===== config.mk =====
export PLATFORM = sky130hd
export DESIGN_NAME = if_fetch
export DESIGN_NICKNAME = d
export VERILOG_FILES = /design/src/rtl/if_fetch.sv
export SDC_FILE = /design/constraint.sdc
export NUM_CORES = 1
export LEC_CHECK = 0
export BUFFER_PORTS_ARGS = -buffer_cell sky130_fd_sc_hd__buf_2
export CORE_MARGIN = 4
export CORE_UTILIZATION = 35
export CTS_BUF_LIST = sky130_fd_sc_hd__clkbuf_4
export CTS_CLUSTER_SIZE = 14
export DETAILED_ROUTE_END_ITERATION = 10
export GPL_TIMING_DRIVEN = 0
export HOLD_SLACK_MARGIN = 0.05
export SLEW_MARGIN = 20
export SYNTH_ARGS = -nofsm -noshare
export SYNTH_HDL_FRONTEND = slang
export SYNTH_SLANG_ARGS = --single-unit

===== constraint.sdc =====
create_clock -name clk -period 4.9 [get_ports clk]
set_input_delay 0.98 -clock clk [delete_from_list [all_inputs] [get_ports clk]]
set_output_delay 0.98 -clock clk [all_outputs]
set_load 0.01 [all_outputs]

===== src/rtl/if_fetch.sv =====
// if_fetch: instruction-fetch stage owning the PC, one-deep instruction buffer feeding IF/ID
//   clk, rst_n (sync, active low); pc_write stall, redirect/redirect_pc branch target
//   imem_req/imem_addr/imem_gnt/imem_rvalid/imem_rdata single-outstanding memory port
//   if_pc/if_Instruction_Code/if_id_write/flush to IF/ID; if_misaligned sticky error
module if_fetch #(
  parameter logic [31:0] RESET_PC = 32'h0000_0000,
  parameter logic [31:0] NOP_INSN = 32'h0000_0013
) (
  input  logic        clk,
  input  logic        rst_n,
  input  logic        pc_write,
  input  logic        redirect,
  input  logic [31:0] redirect_pc,
  output logic        imem_req,
  output logic [31:0] imem_addr,
  input  logic        imem_gnt,
  input  logic        imem_rvalid,
  input  logic [31:0] imem_rdata,
  output logic [31:0] if_pc,
  output logic [31:0] if_Instruction_Code,
  output logic        if_id_write,
  output logic        flush,
  output logic        if_misaligned
);
  typedef enum logic [1:0] {S_IDLE, S_REQ, S_WAIT, S_HALT} state_t;
  state_t state, state_nx;
  logic [31:0] pc, pc_nx, buf_insn, buf_pc;
  logic buf_valid, buf_valid_nx, stale, stale_nx;
  logic redir, mis, load, pend;
  always_comb begin
    if_id_write = buf_valid & pc_write & ~redirect;
    imem_req = (state == S_REQ) & (~buf_valid | if_id_write);
    imem_addr = {pc[31:2], 2'b00};
    flush = redirect;
    if_pc = buf_valid ? buf_pc : 32'h0;
    if_Instruction_Code = buf_valid ? buf_insn : NOP_INSN;
    redir = redirect & (state != S_HALT);
    mis = redir & (redirect_pc[1:0] != 2'b00);
    load = (state == S_WAIT) & imem_rvalid & ~stale & ~redir;
    // a response is still owed to us: redirecting now must drop it when it arrives
    pend = ((state == S_WAIT) & ~imem_rvalid) | ((state == S_REQ) & imem_req & imem_gnt);
    state_nx = state;
    case (state)
      S_IDLE:  state_nx = S_REQ;
      S_REQ:   state_nx = (imem_req & imem_gnt) ? S_WAIT : S_REQ;
      S_WAIT:  state_nx = imem_rvalid ? S_REQ : S_WAIT;
      default: state_nx = S_HALT;
    endcase
    if (redir) state_nx = mis ? S_HALT : pend ? S_WAIT : S_REQ;
    stale_nx = redir ? pend : ((state == S_WAIT) & imem_rvalid) ? 1'b0 : stale;
    pc_nx = redir ? redirect_pc : load ? pc + 32'd4 : pc;
    buf_valid_nx = load | (buf_valid & ~redir & ~if_id_write);
  end
  always_ff @(posedge clk) begin
    if (!rst_n) begin
      state <= S_IDLE;
      pc <= RESET_PC;
      buf_valid <= 1'b0;
      stale <= 1'b0;
      if_misaligned <= 1'b0;
      buf_insn <= NOP_INSN;
      buf_pc <= 32'h0;
    end else begin
      state <= state_nx;
      pc <= pc_nx;
      buf_valid <= buf_valid_nx;
      stale <= stale_nx;
      if_misaligned <= if_misaligned | mis;
      buf_insn <= load ? imem_rdata : buf_insn;
      buf_pc <= load ? pc : buf_pc;
    end
  end
endmodule


==> results.yml, run 1 <==
run_status:
  status: "complete, no violations"
clock_tree:
  hold_buffers: 0
  cts_tree: "built"
  htreeDepth: 3
  cts_buffers: 9
  cts_buffer_depth: 2
  clkSlewWorstSetupHoldPaths_ns: 0.15
  postCtsSetupRepairBufs: 0
  clk_latency_ns: 0.49
  cts_root_buffer: "clkbuf_4"
  cts_sinks: 101
  cts_resized: 0
floorplan:
  io_pins: 170
  core_mm2: 0.01340
  start_util: 0.3624
  die_area_mm2: 0.01582
  die_w_um: 125.8
  num_rows: 42
  die_h_um: 125.8
run:
  maxCapViolCount: 0
worst_setup_path:
  cp_max_fo: 10
  cp.required_ns: 3.92
  reg2reg_from: "pc[5]"
  end_kind: "output port"
  r2r_cells: 6
  ff2ff_setup_slack_ns: 2.93
  rr_endpoint: "pc[31]"
  worstSetupPathType: "reg -> out"
  startpoint: "buf_valid"
  arrival_ns: 2.07
  cp-start-kind: "flop"
  critical_path.endpoint: "if_pc[15]"
sta:
  setup_tns_ns: 0
  fin_ws_ns: 1.845
  final-max-slew-violation-count: 0
  rsz0062_at_grt: "no"
  period_needed_ns: 3.055
  tightest_slew_ns: 0.7227
  setup_viol: 0
  final.setup_skew_ns: 0.03484
  maxSlewHeadroom: 0.5182
  min_period_over_period: 0.6234
  max_freq_mhz: 327.3
  hold_viol: 0
logic_synthesis:
  synth_seq_cells: 101
  synth_top_area_frac: 0.4164
  yosys_warnings: 0
  synth_cell_type_count: 44
  avgSynthCellArea_um2: 7.745
  synth_area_leaders: "dfxtp_1, nand2_1, a21oi_1, and2_1, buf_4"
  yosysSeqAreaShare: 0.4164
  netlist_instances: 627
  yosysTopAreaCell: "dfxtp_1"
  syn_area_mm2: 0.004856
place:
  gp_congestion: 0.8355
  io_buffers: 166
  dp_slack_ns: 2.052
  placed_cell_area_mm2: 0.005911
  hpwlAfterDp_mm: 11.25
cells_and_area:
  fillers: 1477
  antenna_cells: 0
  num-nets-final: 876
  area_growth_pct: 23.99
  drive_gt1_frac: 0.2938
  multi_input_area_mm2: 0.002384
  register_area_mm2: 0.002022
  fin_area_mm2: 0.006021
pwr:
  powerDensity_mw_per_mm2: 250.3
  p_leak_uw: 0.002632
  power_uw: 1507
  peakVddDrop_uv: 94.36
route:
  dr_total_vias: 4708
  drt_iter0_drc: 235
  viasPerCell: 4.775
  route.detailed.drc: 0
  dr.pass1.iters: 5
  ant_nets: 0
  finalWirelength_mm: 15.00
  avgRoutedWirePerCell_um: 15.21
grt:
  track_usage: 0.1860
  grt_pass1_wl_mm: 23.83
  antenna_found_initial: 0
  grt_start_max_net_pins: 17
  grt_pass1_vias: 4566
  grt_overflow: 0
worst_hold_path:
  hold_class: "reg -> reg"
## cell type report
class / count / area share
multi-input cells: 445 / 0.3959
repair buffers: 166 / 0.1380
clock buffers: 9 / 0.01122
plain buffers: 77 / 0.07232
clock inverters: 7 / 0.007066
flip-flops and latches: 101 / 0.3358
inverters: 5 / 0.003117
well taps: 176 / 0.03658
## per-layer routing
| metal | wire (µm) | track usage | part of all wire | up-vias |
|---|---|---|---|---|
| li1 | - | - | - | 2403 |
| met1 | 6987 | 0.2501 | 0.47 | 2124 |
| met2 | 6782 | 0.2967 | 0.45 | 155 |
| met3 | 905 | 0.03853 | 0.060 | 26 |
| met4 | 326 | 0.06751 | 0.022 | 0 |
| met5 | 0 | 0 | 0 | - |
## cell families after synthesis
kind of cell,Yosys count,synth area share
AO/OA/AOI/OAI,129,0.1464
XOR/XNOR,27,0.04870
adder cells (fa/ha/maj),1,0.002576
buffers and inverters,82,0.09353
flip-flops,101,0.4164
other,1,0.0007723
AND/OR/NAND/NOR,286,0.2917
## worst min path at each step
stage	startpoint	to	slack, ns	depth (start not counted)
2_1_floorplan	buf_insn[0]	buf_insn[0]	0.43	2
5_1_grt	buf_insn[13]	buf_insn[13]	0.48	2
4_1_cts	buf_pc[3]	buf_pc[3]	0.46	2
3_5_place_dp	buf_pc[3]	buf_pc[3]	0.44	2
6_report	buf_pc[21]	buf_pc[21]	0.46	2
3_3_place_gp	if_misaligned	if_misaligned	0.43	2
## through the flow
stage | utilization | instances | hold slack, ns
final | 0.4493 | 986 | 0.4590
after global routing | 0.4493 | 986 | 0.4756
after CTS | 0.4493 | 986 | 0.4620
after detailed placement | 0.4411 | 970 | 0.4426
after global placement | 0.4411 | 970 | 0.4310
after floorplan | - | 628 | 0.4316
## cells in the mapped netlist
master	n
nor4_1	2
a22o_1	1
and2_1	64
a211oi_2	2
a221oi_1	1
a21oi_1	84
buf_2	15
inv_2	1
o21ai_0	20
nor2b_1	1
dfxtp_1	101
nor3_2	1
buf_4	34
a41oi_1	1
nor2_1	13
a211o_1	1
o21ai_1	3
clkbuf_1	27
clkinv_1	1
nand4_2	1
ha_1	1
conb_1	1
nor4_4	1
o22ai_1	5
xor2_1	24
and2b_1	1
nand3_1	21
and3_1	6
nand4b_1	2
nand4bb_4	1
nand4_1	13
nand2b_1	4
a22oi_1	5
and3b_1	1
nor4bb_1	1
a311oi_1	1
nor4_2	1
xnor2_1	3
nor3_1	1
a21o_1	2
buf_1	1
nand2_1	151
inv_1	3
a211oi_1	3
## critical path, cell delays in order (launching register included)
cell	delay, ns
dfxtp_1	0.37
clkbuf_1	0.53
clkbuf_1	0.36
and2_1	0.21
buf_2	0.14
## state kept, by name (all words and copies together) (netlist names)
signal / flops
state: 2
stale: 1
buf_insn: 32
buf_valid: 1
buf_pc: 32
pc: 32
if_misaligned: 1
## power by group
| part | switching, µW | leakage [µW] | internal (µW) |
|---|---|---|---|
| Sequential | 44.4 | 0.000823 | 853 |
| Combinational | 111 | 0.00175 | 99.0 |
| Clock | 298 | 0.0000591 | 101 |
| Total | 454 | 0.00263 | 1050 |
## layout by cell type, fill, tap and decap left out, types with 4 or more instances in the layout
| master | n |
|---|---|
| dfxtp_1 | 101 |
| and3_1 | 6 |
| nand2_1 | 151 |
| and2_1 | 64 |
| nand4_1 | 13 |
| xor2_1 | 24 |
| nor2_1 | 13 |
| clkbuf_4 | 9 |
| a21oi_1 | 84 |
| nand2b_1 | 4 |
| o22ai_1 | 5 |
| o21ai_0 | 20 |
| buf_2 | 181 |
| buf_4 | 34 |
| a22oi_1 | 5 |
| nand3_1 | 21 |
| clkbuf_1 | 27 |
(Power assumes the default switching activity.)
==> run 2: changes to the inputs <==
--- a/config.mk
+++ b/config.mk
@@ -5,6 +5,7 @@
 export SDC_FILE = /design/constraint.sdc
 export NUM_CORES = 1
 export LEC_CHECK = 0
+export ABC_AREA = 1
 export BUFFER_PORTS_ARGS = -buffer_cell sky130_fd_sc_hd__buf_2
 export CORE_MARGIN = 4
 export CORE_UTILIZATION = 35
==> constraint.sdc (replaced) <==
create_clock -name clk -period 2.59 [get_ports clk]
set_input_delay 0.518 -clock clk [delete_from_list [all_inputs] [get_ports clk]]
set_output_delay 0.518 -clock clk [all_outputs]
set_load 0.01 [all_outputs]
==> run 2 against run 1 <==
Net effect: flip-flop and latch count unchanged; first-iteration DRC count up 39%; clock-buffer cell count unchanged; synthesized cell count up 28%; sequential share of layout area shrank 2.4 points; combinational power grew 130%; routed wire length rose by 14%; critical path type unchanged; highest routed layer unchanged; global-route usage rose by 0.99 points; cell area increased by 7.7%; non-clock buffer count down 6; utilization down 0.65 points; sequential power increased by 92%.
==> results.yml, run 2 <==
sta:
  final-max-slew-violation-count: 0
  period_needed_ns: 2.460
  rsz0062_at_grt: "no"
  fin_ws_ns: 0.1300
  hold-worst-slack_ns: 0.2034
  max_freq_mhz: 406.5
  setup_viol: 0
  setup_tns_ns: 0
  hold_viol: 0
  min_period_over_period: 0.9498
  maxSlewHeadroom: 0.6285
  final.setup_skew_ns: 0.02142
  tightest_slew_ns: 0.5573
place:
  hpwlAfterDp_mm: 13.18
  gp_congestion: 0.9082
  io_buffers: 167
  placed_cells: 1153
  dp_slack_ns: 0.4336
logic_synthesis:
  synth_top_area_frac: 0.3830
  yosysSeqAreaShare: 0.3830
  synthTopCellsByCount: "nand2_1, nor2_1, inv_1, dfxtp_1, o21ai_0"
  synth_cell_type_count: 36
  yosys_warnings: 0
  synth_flop_cell: "dfxtp_1"
  synth_area_leaders: "dfxtp_1, nand2_1, nor2_1, inv_1, o21ai_0"
  avgSynthCellArea_um2: 6.590
  async_flop_share: 0
  syn_area_mm2: 0.005279
  yosysTopAreaCell: "dfxtp_1"
  synth_seq_cells: 101
  netlist_instances: 801
  synth_edf_count: 0
  synth.most_common_cell: "nand2_1"
clock_tree:
  clkSlewWorstSetupHoldPaths_ns: 0.18
  cts_tree: "built"
  cts_buffers: 9
  cts_root_buffer: "clkbuf_4"
  cts_buffer_depth: 2
  htreeDepth: 3
  postCtsSetupRepairBufs: 0
  clk_latency_ns: 0.52
  cts_resized: 3
  hold_buffers: 0
  cts_sinks: 101
grt:
  grt_util_met2: 0.3107
  track_usage: 0.1959
  grt_pass1_vias: 5007
  grt_start_max_net_pins: 20
  busiest_layer: "met2"
  antenna_found_initial: 0
  use_met1: 0.2668
  grt_pass1_wl_mm: 25.71
  grt_overflow: 0
  grt_util_met3: 0.04756
run_status:
  status: "complete, no violations"
route:
  viasPerCell: 4.694
  dr.pass1.iters: 5
  route.detailed.drc: 0
  avgRoutedWirePerCell_um: 14.63
  ant_nets: 0
  finalWirelength_mm: 17.09
  drt_iter0_drc: 326
  dr_total_vias: 5483
cells_and_area:
  antenna_cells: 0
  area_growth_pct: 22.85
  multi_input_area_mm2: 0.002400
  register_area_mm2: 0.002022
  fillers: 1645
  final_common_cell: "nand2_1"
  reg.largest.list: "buf_insn x32, buf_pc x32, pc x32"
  layout_common_cells: "nand2_1, buf_2, nor2_1, inv_1, dfxtp_1"
  drive_gt1_frac: 0.2724
  num-nets-final: 1050
  instances_no_fill: 1168
pwr:
  powerDensity_mw_per_mm2: 469.5
  peakVddDrop_uv: 215.7
  p_leak_uw: 0.003585
worst_setup_path:
  cp.required_ns: 2.07
  end_kind: "output port"
  cp_slowest_cell: "dfxtp_1"
  cp_max_fo: 10
  arrival_ns: 1.94
  worstSetupPathType: "reg -> out"
  crit_chain: "clkbuf_1, nand2_1, inv_1, buf_2"
  ff2ff_setup_slack_ns: 0.71
  slowest_delay_ns: 0.66
  cp-start-kind: "flop"
floorplan:
  die_w_um: 130.8
  core_mm2: 0.01464
  io_pins: 170
  start_util: 0.3605
  die_h_um: 130.8
  die_area_mm2: 0.01711
  num_rows: 44
run:
  maxCapViolCount: 0
worst_hold_path:
  hold_class: "in -> reg"
run 2: worst paths after layout:
check / cells past startpoint / start / endpoint
max: 4 / buf_valid / if_pc[20]
min reg2reg: 2 / buf_pc[0] / buf_pc[0]
max reg2reg: 10 / pc[3] / pc[28]
min: 3 / imem_rdata[4] / buf_insn[4]
run 2: final cells by class:
class,count,area share
multi-input combinational,519,0.3701
sequential,101,0.3118
buffer,70,0.06849
inverter,111,0.06444
timing repair buffer,167,0.1289
clock buffer,9,0.01042
clock inverter,7,0.01042
tap,184,0.03550
run 2: critical path, delay by kind of cell, from the launching register on:
kind | cells | cell delay, ns
buffers and inverters | 3 | 0.61
DFF | 1 | 0.66
and+or+nand+nor | 1 | 0.16
run 2: kinds of logic after synthesis:
group                    synth area share
adder cells (fa/ha/maj)          0.002370
AO/OA/AOI/OAI                      0.1195
buffers and inverters              0.1631
XOR/XNOR                          0.01659
other                           0.0007104
AND/OR/NAND/NOR                    0.3148
flip-flops                         0.3830
run 2: metrics by stage:
stage	cell area [µm²]	util	total power, µW
final	6485	0.4428	3045
after global routing	6485	0.4428	3203
after CTS	6484	0.4428	3067
after detailed placement	6349	0.4335	2227
after global placement	6349	0.4335	2225
after floorplan	5283	-	2029
run 2: where the power goes:
group	switching [µW]	internal, µW
Combinational	274	206
Sequential	80.8	1630
Clock	631	219
run 2: layer usage:
layer | share of wire | vias up
met1 | 0.46 | 2462
met5 | 0 | -
met3 | 0.074 | 22
met4 | 0.016 | 0
li1 | - | 2797
met2 | 0.45 | 202
==> run 3: changes to the inputs <==
--- a/config.mk
+++ b/config.mk
@@ -7,6 +7,7 @@
 export LEC_CHECK = 0
 export ABC_AREA = 1
 export BUFFER_PORTS_ARGS = -buffer_cell sky130_fd_sc_hd__buf_2
+export CAP_MARGIN = 25
 export CORE_MARGIN = 4
 export CORE_UTILIZATION = 35
 export CTS_BUF_LIST = sky130_fd_sc_hd__clkbuf_4
==> constraint.sdc (replaced) <==
create_clock -name clk -period 2.4 [get_ports clk]
set_input_delay 0.48 -clock clk [delete_from_list [all_inputs] [get_ports clk]]
set_output_delay 0.48 -clock clk [all_outputs]
set_load 0.01 [all_outputs]
==> run 3 against run 2 <==
Net effect: die area unchanged; worst setup slack gained 0.039 ns; sequential power up 8%; clock-buffer cell count unchanged; critical endpoint is now if_Instruction_Code[13]; highest routed layer unchanged.
==> results.yml, run 3 (synthesized netlist as in run 2, its figures left out) <==
run_status:
  status: "complete, no violations"
sta:
  setup_tns_ns: 0
  final-max-slew-violation-count: 0
  final.setup_skew_ns: 0.01758
  fin_ws_ns: 0.1689
  maxSlewHeadroom: 0.6330
  period_needed_ns: 2.231
  hold_viol: 0
  max_freq_mhz: 448.2
  min_period_over_period: 0.9296
  rsz0062_at_grt: "no"
  setup_viol: 0
  tightest_slew_ns: 0.5505
cells_and_area:
  fin_area_mm2: 0.006487
  layout_common_cells: "nand2_1, buf_2, nor2_1, inv_1, dfxtp_1"
  fillers: 1648
  num-nets-final: 1050
  reg.largest.list: "buf_insn x32, buf_pc x32, pc x32"
  antenna_cells: 0
  drive_gt1_frac: 0.2744
  area_growth_pct: 22.90
  final_common_cell: "nand2_1"
route:
  finalWirelength_mm: 17.00
  route.detailed.drc: 0
  ant_nets: 0
  dr_total_vias: 5488
  avgRoutedWirePerCell_um: 14.55
  drt_iter0_drc: 347
  viasPerCell: 4.699
  dr.pass1.iters: 6
place:
  dp_slack_ns: 0.2816
  hpwlAfterDp_mm: 13.18
  io_buffers: 167
  placed_cell_area_mm2: 0.006349
  gp_congestion: 0.9082
floorplan:
  io_pins: 170
  die_area_mm2: 0.01711
  die_w_um: 130.8
  start_util: 0.3605
  num_rows: 44
  die_h_um: 130.8
  core_mm2: 0.01464
grt:
  grt_start_max_net_pins: 20
  track_usage: 0.1961
  grt_overflow: 0
  antenna_found_initial: 0
  grt_pass1_wl_mm: 25.72
  grt_pass1_vias: 5008
worst_setup_path:
  arrival_ns: 1.75
  end_kind: "output port"
  worstSetupPathType: "reg -> out"
  reg2reg_from: "pc[3]"
  cp-start-kind: "flop"
  cp_max_fo: 10
  startpoint: "buf_valid"
  cp.required_ns: 1.92
pwr:
  powerDensity_mw_per_mm2: 504.8
  p_leak_uw: 0.003589
  peakVddDrop_uv: 231.8
clock_tree:
  cts_tree: "built"
  cts_buffers: 9
  htreeDepth: 3
  postCtsSetupRepairBufs: 0
  clk_latency_ns: 0.50
  cts_resized: 5
  hold_buffers: 0
  cts_root_buffer: "clkbuf_4"
  clkSlewWorstSetupHoldPaths_ns: 0.18
  cts_buffer_depth: 2
  cts_sinks: 101
worst_hold_path:
  min_from: "imem_rdata[4]"
  hold_class: "in -> reg"
run:
  maxCapViolCount: 0
[run 3: changes by cell type in the layout (fill, tap and decap cells not counted)]
cell	delta
clkbuf_1	-1
clkbuf_2	+1
dfxtp_1	-1
dfxtp_2	+1
[run 3: through the flow]
step	total power (µW)	hold WS, ns	utilization	std cells
final	3275	0.1789	0.4430	1168
after global routing	3455	0.1404	0.4430	1168
after CTS	3310	0.1372	0.4429	1168
after detailed placement	2404	0.4548	0.4335	1153
after global placement	2402	0.4479	0.4335	1153
after floorplan	2190	0.4344	-	802
[run 3: worst paths after layout]
path | endpoint | slack [ns] | cells past startpoint
max reg2reg | pc[28] | 0.54 | 10
max | if_Instruction_Code[13] | 0.17 | 4
min | buf_insn[4] | 0.18 | 3
min reg2reg | buf_pc[0] | 0.48 | 2
[run 3: power breakdown]
part | internal, µW | switching, µW | leakage, µW
logic | 222 | 295 | 0.00269
registers | 1760 | 86.6 | 0.000824
clock network | 236 | 670 | 0.0000703
[run 3: cell type report]
cell class	count	area, µm²	share of cell area
Clock buffer	9	67.56	0.01041
Timing Repair Buffer	167	835.8	0.1288
Buffer	70	445.4	0.06866
Clock inverter	7	67.56	0.01041
Tap cell	184	230.2	0.03549
Multi-Input combinational cell	519	2400	0.3699
Sequential cell	101	2023	0.3119
Inverter	111	417.9	0.06442
[run 3: routing by layer]
metal | track usage | part of all wire | vias to the layer above
met5 | 0 | 0 | -
met4 | 0.05384 | 0.016 | 0
met2 | 0.3110 | 0.45 | 221
li1 | - | - | 2794
met1 | 0.2671 | 0.46 | 2452
met3 | 0.04756 | 0.075 | 21
[run 3: critical path, cell delays in order (launching register included)]
cell,delay (ns)
dfxtp_2,0.52
clkbuf_1,0.43
nand2_1,0.12
inv_1,0.06
buf_2,0.12
